### config.mk
export PLATFORM = sky130hd
export DESIGN_NAME = gs_rank_extract
export DESIGN_NICKNAME = d
export VERILOG_FILES = /design/src/rtl/gs_rank_extract_pkg.sv /design/src/rtl/gs_pivot_enc.sv /design/src/rtl/gs_rank_extract.sv
export SDC_FILE = /design/constraint.sdc
export NUM_CORES = 1
export LEC_CHECK = 0
export BUFFER_PORTS_ARGS = -buffer_cell sky130_fd_sc_hd__buf_2
export CAP_MARGIN = 40
export CELL_PAD_IN_SITES_DETAIL_PLACEMENT = 1
export CELL_PAD_IN_SITES_GLOBAL_PLACEMENT = 1
export CORE_ASPECT_RATIO = 0.5
export CORE_MARGIN = 2
export CORE_UTILIZATION = 37
export CTS_CLUSTER_DIAMETER = 120
export DETAILED_ROUTE_END_ITERATION = 16
export PLACE_DENSITY = 0.8
export SYNTH_ARGS = -nofsm -noshare
export SYNTH_HDL_FRONTEND = slang
export SYNTH_SLANG_ARGS = --single-unit
### constraint.sdc
create_clock -name clk -period 1.77 [get_ports clk]
set_clock_uncertainty 0.1 [all_clocks]
set_input_delay 0.354 -clock clk [delete_from_list [all_inputs] [get_ports clk]]
set_output_delay 0.354 -clock clk [all_outputs]
set_load 0.01 [all_outputs]
### src/rtl/gs_rank_extract_pkg.sv
// ============================================================================
// Module  : gs_rank_extract_pkg
// Brief   : Shared sizing defaults, width helper and FSM encoding for the
//           rank-extraction block.
// Rev     : 1.0
// ============================================================================
`default_nettype none

package gs_rank_extract_pkg;

    // Matrix geometry defaults (row width l, row count k, block depth d).
    localparam int GS_L = 8;
    localparam int GS_K = 4;
    localparam int GS_D = 4;

    localparam int GS_DAT_W = GS_L;
    localparam int GS_DAT_D = ((GS_K + GS_D - 1) / GS_D) * GS_D;

    // Ceiling log2, never less than 1 so every derived port has a real bit.
    function automatic int clog2(input int value);
        int w;
        w = 0;
        while ((1 << w) < value) begin
            w = w + 1;
        end
        return (w < 1) ? 1 : w;
    endfunction

    typedef enum logic [2:0] {
        ST_IDLE  = 3'd0,
        ST_ISSUE = 3'd1,
        ST_WAIT1 = 3'd2,
        ST_WAIT2 = 3'd3,
        ST_EMIT  = 3'd4,
        ST_DONE  = 3'd5
    } gs_state_t;

endpackage

`default_nettype wire

### src/rtl/gs_pivot_enc.sv
// ============================================================================
// Module  : gs_pivot_enc
// Brief   : MSB priority encoder; returns the index of the highest set bit.
// Rev     : 1.0
// ============================================================================
`default_nettype none

module gs_pivot_enc #(
    parameter int DAT_W = 8,
    parameter int PIV_W = 3
) (
    input  logic [DAT_W-1:0] row_i,
    output logic [PIV_W-1:0] pivot_o
);

    // Ascending scan so the highest set bit is the last one to win.
    always_comb begin
        pivot_o = '0;
        for (int i = 0; i < DAT_W; i++) begin
            if (row_i[i]) begin
                pivot_o = PIV_W'(i);
            end
        end
    end

endmodule

`default_nettype wire

### src/rtl/gs_rank_extract.sv
// ============================================================================
// Module  : gs_rank_extract
// Brief   : Scans an eliminated matrix row by row, emits nonzero rows and
//           counts the rank. Macro GS_PIVOT_MAP_EN enables the pivot output.
// Rev     : 1.0
// ============================================================================
`default_nettype none

module gs_rank_extract
    import gs_rank_extract_pkg::*;
#(
    parameter int DAT_W = GS_DAT_W,
    parameter int DAT_D = GS_DAT_D
) (
    input  logic                         clk,
    input  logic                         rst,
    input  logic                         start,
    output logic                         busy,
    output logic                         finish,
    output logic [clog2(DAT_D)-1:0]      mem_addr,
    output logic                         mem_rw,
    input  logic [DAT_W-1:0]             mem_din,
    output logic                         out_valid,
    input  logic                         out_ready,
    output logic [DAT_W-1:0]             out_data,
    output logic [clog2(DAT_W)-1:0]      out_pivot,
    output logic [clog2(DAT_D+1)-1:0]    rank
);

    localparam int AW = clog2(DAT_D);
    localparam int PW = clog2(DAT_W);
    localparam int RW = clog2(DAT_D + 1);
    localparam logic [AW-1:0] LAST_ROW = AW'(DAT_D - 1);

    gs_state_t           state_q;
    logic [AW-1:0]       row_cnt_q;
    logic [AW-1:0]       mem_addr_q;
    logic [DAT_W-1:0]    row_q;
    logic [RW-1:0]       rank_q;
    logic                busy_q;
    logic                finish_q;
    logic                out_valid_q;

    logic                w_last_row;
    logic [AW-1:0]       row_cnt_d;

    assign w_last_row = (row_cnt_q == LAST_ROW);
    assign row_cnt_d  = row_cnt_q + AW'(1);

    always_ff @(posedge clk or posedge rst) begin
        if (rst) begin
            state_q     <= ST_IDLE;
            row_cnt_q   <= '0;
            mem_addr_q  <= '0;
            row_q       <= '0;
            rank_q      <= '0;
            busy_q      <= 1'b0;
            finish_q    <= 1'b0;
            out_valid_q <= 1'b0;
        end else begin
            finish_q <= 1'b0;
            case (state_q)
                ST_IDLE: begin
                    if (start) begin
                        state_q    <= ST_ISSUE;
                        row_cnt_q  <= '0;
                        mem_addr_q <= '0;
                        rank_q     <= '0;
                        busy_q     <= 1'b1;
                    end
                end
                ST_ISSUE: begin
                    state_q <= ST_WAIT1;
                end
                ST_WAIT1: begin
                    state_q <= ST_WAIT2;
                end
                ST_WAIT2: begin
                    row_q <= mem_din;
                    if (|mem_din) begin
                        // At most DAT_D increments per scan, so rank cannot wrap.
                        rank_q      <= rank_q + RW'(1);
                        out_valid_q <= 1'b1;
                        state_q     <= ST_EMIT;
                    end else if (w_last_row) begin
                        state_q <= ST_DONE;
                    end else begin
                        row_cnt_q  <= row_cnt_d;
                        mem_addr_q <= row_cnt_d;
                        state_q    <= ST_ISSUE;
                    end
                end
                ST_EMIT: begin
                    if (out_ready) begin
                        out_valid_q <= 1'b0;
                        if (w_last_row) begin
                            state_q <= ST_DONE;
                        end else begin
                            row_cnt_q  <= row_cnt_d;
                            mem_addr_q <= row_cnt_d;
                            state_q    <= ST_ISSUE;
                        end
                    end
                end
                ST_DONE: begin
                    finish_q <= 1'b1;
                    busy_q   <= 1'b0;
                    state_q  <= ST_IDLE;
                end
                default: begin
                    state_q     <= ST_IDLE;
                    busy_q      <= 1'b0;
                    out_valid_q <= 1'b0;
                end
            endcase
        end
    end

    assign busy      = busy_q;
    assign finish    = finish_q;
    assign mem_addr  = mem_addr_q;
    assign mem_rw    = 1'b0;
    assign out_valid = out_valid_q;
    assign out_data  = row_q;
    assign rank      = rank_q;

`ifdef GS_PIVOT_MAP_EN
    gs_pivot_enc #(
        .DAT_W (DAT_W),
        .PIV_W (PW)
    ) u_pivot_enc (
        .row_i   (row_q),
        .pivot_o (out_pivot)
    );
`else
    assign out_pivot = '0;
`endif

endmodule

`default_nettype wire

==> results of run 1 <==
==> per-layer routing <==
layer / vias up / GRT usage [%] / wire length, µm
met2: 15 / 30.8 / 1080
met5: - / 0 / 0
met1: 374 / 16.3 / 954
met4: 0 / 6.36 / 37
li1: 361 / - / -
met3: 4 / 5.63 / 76
==> worst min path at each step <==
stage	from	endpoint	slack [ps]
2_1_floorplan	rst	busy$_DFFE_PP0P_	210
3_3_place_gp	rst	out_data[7]$_DFFE_PP0N_	280
3_5_place_dp	rst	out_data[4]$_DFFE_PP0N_	310
4_1_cts	rst	out_data[7]$_DFFE_PP0N_	20
5_1_grt	rst	out_data[4]$_DFFE_PP0N_	50
6_report	rst	out_data[7]$_DFFE_PP0N_	20
==> sequential cells by signal, summed over array words and instances (netlist names) <==
register,count
out_data,8
rank,3
state_q,3
row_cnt_q,2
out_valid,1
finish,1
busy,1
==> power by group through the flow <==
stage                     clock network [mW]  registers [mW]  logic, mW
after global routing                   0.332           0.811      0.960
after CTS                              0.315           0.775      0.881
after detailed placement                   0           0.775      0.863
after global placement                     0           0.768      0.837
after floorplan                            0           0.799      0.570
final                                  0.300           0.775      0.869
==> repair_timing <==
action	4_1_cts	5_1_grt
gates resized for setup	1	2
hold endpoints to repair	0	0
setup endpoints to repair	1	3
==> cell usage in the layout, fill, tap and decap left out, types with 2 or more instances in the layout <==
cell type / instances
nand2b_1: 2
dfrtp_1: 18
ha_1: 2
nor2_1: 4
nand3b_1: 2
mux2_2: 8
inv_1: 2
nand3_1: 4
clkbuf_8: 3
nand2_1: 4
o211ai_1: 2
buf_4: 8
nor4_1: 2
conb_1: 4
or4_4: 2
buf_2: 27
and3b_1: 2
o21ai_0: 6
==> worst min-delay path: stages <==
cell	delay (ps)
buf_2	100
inv_1	50
buf_4	250
==> area by class of cell <==
class	count	share of cell area [%]
well taps	37	3.80
repair buffers	35	16.0
clock buffers	3	3.39
multi-input cells	58	36.6
flip-flops and latches	19	39.2
clock inverters	1	0.411
inverters	2	0.617
==> logic make-up (layout without fill, tap and decap cells) <==
family          Yosys count  after routing  synth area share (%)
other cells               1              4                 0.384
fa+ha+maj                 2              2                  2.56
compound gates           15             15                  11.0
mux                       9              9                  10.8
simple gates             26             26                  17.3
buf+inv                  10             41                  7.44
xor+xnor                  2              2                  1.80
flops                    19             19                  48.7
==> stage by stage <==
| stage | area (µm²) | util, % | power, mW | hold WS (ps) |
|---|---|---|---|---|
| 2_1_floorplan | 987 | - | 1.37 | 205 |
| 3_3_place_gp | 1160 | 45.6 | 1.61 | 282 |
| 3_5_place_dp | 1160 | 45.6 | 1.64 | 306 |
| 4_1_cts | 1220 | 47.6 | 1.97 | 24.2 |
| 5_1_grt | 1220 | 47.7 | 2.10 | 51.7 |
| 6_report | 1220 | 47.7 | 1.94 | 15.3 |
==> summary.txt, run 1 <==
Placed design
  • Port Buffers: 27
  • Pre-CTS setup slack: 6.18 ps
  • DP Wirelength: 1550 µm
  • # placed instances: ~150
  • Routability cong.: 0.781

Critical path
  • Setup crit end: row_cnt_q[0]$_DFFE_PP0P_
  • Worst path bufs/invs: 0
  • CP endpoint kind: flip-flop
  • Crit path kind: flip-flop to flip-flop
  • Endpoint arrival time on the critical path: 1720 ps
  • R2r startpoint: state_q[2]$_DFFE_PP0P_
  • Slowest CP cell: dfrtp_2
  • R2R Path End: row_cnt_q[0]$_DFFE_PP0P_
  • Top delay family on crit path: flip-flops
  • CP Depth: 4
  • CP Launch Point: state_q[2]$_DFFE_PP0P_
  • CP peak stage delay: 460 ps
  • Crit-path cells: and3b_4 > a211o_2 > and3b_1 > mux2_4
  • Critical Path RT: about 1800 ps
  • Worst r2r path cells: 4
  • Startpoint types: flip-flop
  • R2r setup slk: 100 ps
  • Crit-path max FO: 11

STA
  • Setup TNS: 0 ps
  • RSZ-0062 raised after global routing: no
  • Final worst slack: between 90 and 100 ps
  • FMAX: 598 MHz
  • Crit path time final: 1670 ps
  • Final setup vio count: 0
  • Hold Fails Final Rpt: 0
  • Period utilization: between 90% and 100%
  • Final Slew Violations: 0

Power and ir drop
  • Sw power: 708 µW
  • Leak Pwr: between 0.5 and 0.6 nW
  • Combinational group share of total power: 44.7%
  • Worst vdd ir: 762 µV
  • Sequential share of power: around two fifths
  • Internal cell power: 1.24 mW
  • Sw frac: 36.4%
  • Pwr Density: 1600 nW/µm²
  • Clock network power share: 15.4%

Layout
  • Multi-input gate area: 445 µm²
  • Area growth syn-to-layout: 24.7%
  • Diodes inserted: 0
  • Sequential cell area: 477 µm²
  • Nets: 133
  • Fraction of layout cells with a size suffix above 1: 48.3%
  • # fillers: 301
  • Non-Filler Instances: 155

Outcome
  • Outcome: completed

Clocking
  • Total CTS buffers: 3
  • Root buffer cell: clkbuf_8
  • H-tree depth: 1
  • CTS tree: yes
  • CTS Sinks: 19
  • Hold-fix buffers, CTS: 0
  • Post CTS Setup Buffer Count: 0
  • Clk slew on worst S/H paths: roughly 70 ps
  • Deepest clock path buffer count: 2
  • Clk_lat worst skew: ~250 ps

Synth
  • Yosys reg bits: 19
  • Cell taking the most area after synthesis: dfrtp_1
  • Top cells by count, synth: 19 x dfrtp_1, 8 x mux2_2, 7 x o21ai_0
  • Top FF cell, synth: dfrtp_1
  • Top-area cell type share of the netlist area: 48.7%
  • Asr flop ratio synth: 100%
  • Yosys warns: 0
  • Most numerous cell in the Yosys netlist: dfrtp_1
  • Register area share after synthesis: slightly below 50%
  • Cell area after synthesis: 976 µm²
  • Mean area per synthesized cell: 11.6 µm²
  • Synth area leaders: dfrtp_1 49%, mux2_2 9.2%, buf_4 3.8%, o21ai_0 3.6%, ha_1 2.6%
  • Unique masters post-synth: 31
  • Mapped Cells: 84
  • Post-synth EDFFs: 0

Detailed routing
  • Initial DRC count: 42
  • Vias: 754
  • DRC viols: 0
  • DRT Pass-1 Iters: 4
  • Final ANT Viol Nets: 0
  • Avg WL per Cell: 13.9 µm
  • Via/cell ratio: 4.86
  • Final WL: about 2200 µm

Global routing
  • Number of global-route vias before repair: 759
  • Gr ovfl total: 0
  • Initial antenna violation count: 0
  • First-pass GRT wire length: 3520 µm
  • Largest net degree at the start of global routing: 20
  • Gr usage total: 15.6%

Die
  • Io pins: 32
  • Core area: 2550 µm²
  • Die W: 76.6 µm
  • Row Count: 13
  • Initial core utilization: between 30% and 40%
  • Die area: 3090 µm²
  • DIE HEIGHT: 40.3 µm

Job
  • Max-cap violations: 0

Min path
  • Hold Path Class: input port to asynchronous set/reset pin
(Power assumes the default switching activity.)
==> inputs of run 2 (changes only) <==
- CORE_UTILIZATION: 37 -> 34
- PLACE_DENSITY: 0.8 -> 0.78
- RECOVER_POWER: default -> 25
- clock period: 1.77 -> 1.5 ns (I/O delays scaled with it)
==> run 2 against run 1 <==
  * The run now ends with setup timing left
  * Register-to-register slack worse by 240 ps
  * Final area is 10% higher
  * Total power is 32% higher
  * Fmax is 1.7% higher
  * Critical path depth is 1 higher
  * Sequential power is 16% higher
  * Critical endpoint is now out_data[1]$_DFFE_PP0N_
  * Highest routed layer is now met3
==> summary.txt, run 2 (synthesized netlist as in run 1, its figures left out) <==
Critical path
  • Top delay family on crit path: flip-flops
  • Crit-path cells: buf_6 > and3b_4 > buf_6 > buf_12 > mux2_2
  • CP endpoint kind: flip-flop
  • Endpoint arrival time on the critical path: 1700 ps (-20 ps)
  • Critical Path RT: 1560 ps (-250 ps)
  • R2r startpoint: state_q[2]$_DFFE_PP0P_
  • Crit-path most repeated cell: buf_6
  • Crit path kind: flip-flop to flip-flop
  • Crit-path max FO: 9 (-2)
  • CP peak stage delay: 410 ps (-50 ps)
  • R2R Path End: out_data[1]$_DFFE_PP0N_
  • Startpoint types: flip-flop
  • Slowest CP cell: dfrtp_1
  • Worst path bufs/invs: 3 (+3)
  • Worst r2r path cells: 5 (+1)
  • R2r setup slk: -150 ps (-240 ps)

Layout
  • Fin area: 1340 µm² (+10%)
  • Multi-input gate area: 482 µm² (+8.1%)
  • Non-Filler Instances: 163 (+5.2%)
  • Diodes inserted: 0 (unchanged)
  • # fillers: 312 (+3.7%)
  • Sequential cell area: 475 µm² (-0.26%)
  • Most frequent cells in the layout: 27 x buf_2, 19 x dfrtp_1, 10 x buf_4
  • Area growth syn-to-layout: 37.2%
  • Fraction of layout cells with a size suffix above 1: 54.8% (+6.5 points)
  • Flip-flop count of the largest register after layout: 8 (unchanged)
  • Nets: 141 (+6.0%)
  • Commonest non-fill, non-tap cell in the layout: buf_2

Clocking
  • Clk_lat worst skew: 260 ps (about the same)
  • Root buffer cell: clkbuf_8
  • Deepest clock path buffer count: 2 (unchanged)
  • CTS Sinks: 19 (unchanged)
  • Clk slew on worst S/H paths: 80 ps (about the same)
  • CTS tree: yes
  • H-tree depth: 1 (unchanged)
  • Total CTS buffers: 3 (unchanged)

Die
  • Row Count: 13 (unchanged)
  • Io pins: 32 (unchanged)
  • Die W: 79.8 µm (+4.1%)
  • Initial core utilization: 36.6% (-1.6 points)
  • Core area: 2670 µm² (+4.5%)
  • Die area: 3340 µm² (+8.2%)
  • DIE HEIGHT: 41.9 µm (+3.9%)

Power and ir drop
  • Worst vdd ir: 959 µV (+26%)
  • Pwr Density: 1910 nW/µm² (+20%)
  • Leak Pwr: 0.642 nW (+8.9%)

STA
  • Hold Fails Final Rpt: 0 (unchanged)
  • Period utilization: 110% (+15 points)
  • Crit path time final: 1650 ps (-28.0 ps)
  • Final setup vio count: 12 (+12)
  • Final Slew Violations: 0 (unchanged)
  • RSZ-0062 raised after global routing: yes
  • Final worst slack: -145 ps (-242 ps)
  • FMAX: 608 MHz (+1.7%)

Detailed routing
  • Via/cell ratio: 4.84 (-0.49%)
  • DRC viols: 0 (unchanged)
  • Initial DRC count: 27 (-36%)
  • Final WL: 2510 µm (+17%)
  • DRT Pass-1 Iters: 3 (-1)
  • Avg WL per Cell: 15.4 µm (+11%)
  • Final ANT Viol Nets: 0 (unchanged)
  • Vias: 789 (+4.6%)

Placed design
  • Port Buffers: 27 (unchanged)
  • Routability cong.: 0.751 (-3.9%)
  • DP Wirelength: 1750 µm (+13%)
  • # placed instances: 159 (+5.3%)
  • Placement Cell Area: 1240 µm² (+6.2%)

Global routing
  • Gr ovfl total: 0 (unchanged)
  • First-pass GRT wire length: 4200 µm (+19%)
  • Largest net degree at the start of global routing: 20 (unchanged)
  • Initial antenna violation count: 0 (unchanged)
  • Number of global-route vias before repair: 853 (+12%)
  • Gr usage total: 16.6% (+1.0 points)

Min path
  • HP Start: mem_din[2]
  • Hold Path Class: input port to flip-flop
  • Hold Path Sink: out_data[2]$_DFFE_PP0N_
  • Hold Path Depth: 2

Job
  • Max-cap violations: 0 (unchanged)

Outcome
  • Outcome: complete, but fails checks
  • Failing checks: setup timing
## run 2: layout make-up
class / count / share of cell area, %
clock buffer: 3 / 3.08
clock inverter: 1 / 0.561
inverter: 2 / 0.561
multi-input combinational: 58 / 36.0
sequential: 19 / 35.5
tap: 37 / 3.46
timing repair buffer: 43 / 20.8
## run 2: per-layer routing
layer	global-route usage (%)	up-vias	wire, µm
met1	19.5	394	1120
met4	5.42	0	0
met5	0	-	0
li1	-	378	-
met3	4.35	0	86
met2	29.7	17	1300
## run 2: metrics by stage
step	setup slack, ps	TNS, ps	hold slack (ps)	utilization [%]	power [mW]
after floorplan	-109	-271	151	-	1.61
after global placement	-197	-1810	230	46.3	2.00
after detailed placement	-207	-2230	240	46.3	2.07
after CTS	-158	-1460	196	49.7	2.55
after global routing	-184	-1880	201	50.2	2.75
final	-145	-1400	204	50.2	2.56
## run 2: worst max path at each step
| stage | end | slack, ps | from | cells past startpoint |
|---|---|---|---|---|
| after floorplan | row_cnt_q[0]$_DFFE_PP0P_ | -110 | state_q[0]$_DFFE_PP0P_ | 5 |
| after global placement | row_cnt_q[0]$_DFFE_PP0P_ | -200 | mem_din[3] | 5 |
| after detailed placement | row_cnt_q[0]$_DFFE_PP0P_ | -210 | mem_din[3] | 5 |
| after CTS | row_cnt_q[0]$_DFFE_PP0P_ | -160 | state_q[2]$_DFFE_PP0P_ | 6 |
| after global routing | rank[2]$_DFFE_PP0P_ | -180 | state_q[2]$_DFFE_PP0P_ | 7 |
| final | out_data[1]$_DFFE_PP0N_ | -150 | state_q[2]$_DFFE_PP0P_ | 5 |
## run 2: repair_timing
action	in CTS	in global routing
endpoints found under the setup margin	13	16
pin swaps	3	2
hold buffers	1	0
gates resized for setup	10	3
endpoints found under the hold margin	19	0
setup buffers	0	0
## run 2: power by group
group | internal (mW) | switching [mW]
logic | 0.673 | 0.600
clock network | 0.188 | 0.196
registers | 0.734 | 0.166
total | 1.59 | 0.963
==> inputs of run 3 (changes only) <==
- PLACE_DENSITY: 0.78 -> 0.74
==> run 3 against run 2 <==
  * Worst hold slack gained 9.7 ps
  * Wire length grew 8.7%
  * The flow still finishes with violations (setup timing)
  * Total power grew 10%
  * Largest cell class unchanged
==> summary.txt, run 3 (synthesized netlist as in run 1, its figures left out) <==
Die
  • Die W: 79.8 µm (unchanged)
  • Row Count: 13 (unchanged)
  • Initial core utilization: 36.6% (unchanged)
  • Core area: 2670 µm² (unchanged)
  • DIE HEIGHT: 41.9 µm (unchanged)
  • Io pins: 32 (unchanged)
  • Die area: 3340 µm² (unchanged)

Outcome
  • Failing checks: setup timing
  • Outcome: complete, but fails checks

Detailed routing
  • Initial DRC count: 25 (-7.4%)
  • DRT Pass-1 Iters: 4 (+1)
  • Final ANT Viol Nets: 0 (unchanged)
  • Vias: 824 (+4.4%)
  • Final WL: 2730 µm (+8.7%)
  • DRC viols: 0 (unchanged)
  • Via/cell ratio: 4.79 (-1.0%)
  • Avg WL per Cell: 15.8 µm (+3.0%)

Layout
  • Nets: 150 (+6.4%)
  • Final design utilization: 54.1% (+3.9 points)
  • Diodes inserted: 0 (unchanged)
  • Fraction of layout cells with a size suffix above 1: 55.6% (+0.79 points)
  • Most frequent cells in the layout: 27 x buf_2, 19 x dfrtp_1, 18 x buf_4
  • # fillers: 320 (+2.6%)
  • Multi-input gate area: 500 µm² (+3.9%)
  • Flip-flop count of the largest register after layout: 8 (unchanged)
  • Commonest non-fill, non-tap cell in the layout: buf_2
  • Sequential cell area: 475 µm² (unchanged)
  • Non-Filler Instances: 172 (+5.5%)
  • Area growth syn-to-layout: 47.8%

Placed design
  • # placed instances: 160 (+0.63%)
  • Routability cong.: 0.731 (-2.7%)
  • Port Buffers: 27 (unchanged)
  • DP Wirelength: 1750 µm (+0.33%)

Critical path
  • Crit path kind: flip-flop to flip-flop
  • R2r setup slk: -220 ps (-70 ps)
  • R2R Path End: out_data[2]$_DFFE_PP0N_
  • Critical Path RT: 1550 ps (about the same)
  • Startpoint types: flip-flop
  • R2r startpoint: state_q[2]$_DFFE_PP0P_
  • Crit-path max FO: 4 (-5)
  • CP endpoint kind: flip-flop
  • Worst r2r path cells: 6 (+1)
  • Endpoint arrival time on the critical path: 1770 ps (+70 ps)

Job
  • Max-cap violations: 0 (unchanged)

Clocking
  • CTS tree: yes
  • Clk_lat worst skew: 260 ps (about the same)
  • CTS Sinks: 19 (unchanged)
  • Clk slew on worst S/H paths: 70 ps (about the same)
  • H-tree depth: 1 (unchanged)
  • Total CTS buffers: 3 (unchanged)
  • Root buffer cell: clkbuf_8
  • Deepest clock path buffer count: 2 (unchanged)

Min path
  • Hold Path Class: input port to flip-flop
  • HP Start: mem_din[6]
  • Hold Path Depth: 2 (unchanged)
  • Hold Path Sink: out_data[6]$_DFFE_PP0N_

STA
  • Crit path time final: 1720 ps (+74.0 ps)
  • Final Slew Violations: 0 (unchanged)
  • FMAX: 582 MHz (-4.3%)
  • Worst-margin pin slew: 500 ps
  • Final setup vio count: 13 (+1)
  • RSZ-0062 raised after global routing: yes
  • Final worst slack: -219 ps (-74.0 ps)
  • Period utilization: 115% (+4.9 points)
  • Setup TNS: -2410 ps (-1010 ps)
  • Hold Fails Final Rpt: 0 (unchanged)
  • Rel. slew slack: between 60% and 70%
  • Hold slack final: 214 ps (+9.67 ps)

Power and ir drop
  • Pwr Density: 1950 nW/µm² (+2.4%)
  • Leak Pwr: 0.717 nW (+12%)
  • Worst vdd ir: 898 µV (-6.4%)

Global routing
  • Met2 usage: 29.4% (-0.34 points)
  • Gr ovfl total: 0 (unchanged)
  • Number of global-route vias before repair: 886 (+3.9%)
  • Met1 Use GR: 22.9% (+3.4 points)
  • Gr usage total: 17.4% (+0.75 points)
  • Busiest layer in global routing: met2
  • GR Util met3: 3.48% (-0.87 points)
  • Largest net degree at the start of global routing: 20 (unchanged)
  • Initial antenna violation count: 0 (unchanged)
  • First-pass GRT wire length: 4430 µm (+5.4%)
==> run 3: area by class of cell <==
| type | count | area share (%) |
|---|---|---|
| inverter | 2 | 0.520 |
| clock inverter | 1 | 0.347 |
| sequential | 19 | 33.0 |
| clock buffer | 3 | 2.86 |
| tap | 37 | 3.21 |
| multi-input combinational | 58 | 34.7 |
| timing repair buffer | 52 | 25.4 |
==> run 3: repair_timing <==
item | 4_1_cts | 5_1_grt
pin swaps | 6 | 3
hold buffers | 1 | 0
setup endpoints to repair | 13 | 16
buffers inserted | 3 | 4
resized for setup | 16 | 3
gates cloned | 1 | 0
endpoints found under the hold margin | 19 | 0
==> run 3: routing by layer <==
metal | vias to the layer above | routed length [µm]
met1 | 414 | 1250
met4 | 0 | 0
met2 | 17 | 1390
met3 | 0 | 83
met5 | - | 0
li1 | 393 | -
==> run 3: metrics by stage <==
| step | worst slack [ps] | total power, mW | area [µm²] |
|---|---|---|---|
| 2_1_floorplan | -109 | 1.61 | 987 |
| 3_3_place_gp | -197 | 2.01 | 1240 |
| 3_5_place_dp | -216 | 2.07 | 1240 |
| 4_1_cts | -202 | 2.73 | 1400 |
| 5_1_grt | -262 | 3.01 | 1440 |
| 6_report | -219 | 2.82 | 1440 |
==> run 3: worst max path at each step <==
| stage | start | to | slack, ps | cells past startpoint |
|---|---|---|---|---|
| 2_1_floorplan | state_q[0]$_DFFE_PP0P_ | row_cnt_q[0]$_DFFE_PP0P_ | -110 | 5 |
| 3_3_place_gp | mem_din[3] | row_cnt_q[0]$_DFFE_PP0P_ | -200 | 5 |
| 3_5_place_dp | mem_din[2] | rank[2]$_DFFE_PP0P_ | -220 | 5 |
| 4_1_cts | state_q[2]$_DFFE_PP0P_ | row_cnt_q[0]$_DFFE_PP0P_ | -200 | 5 |
| 5_1_grt | state_q[2]$_DFFE_PP0P_ | rank[2]$_DFFE_PP0P_ | -260 | 7 |
| 6_report | state_q[2]$_DFFE_PP0P_ | out_data[2]$_DFFE_PP0N_ | -220 | 6 |
==> run 3: critical path, stage by stage, from the launching register on <==
cell and delay (ps):
dfrtp_1 420, buf_6 130, and3b_4 310, buf_6 120, buf_4 120, buf_16 110
mux2_4 290
==> run 3: power breakdown <==
group / internal, mW / switching [mW]
registers: 0.735 / 0.180
logic: 0.892 / 0.651
clock network: 0.185 / 0.178
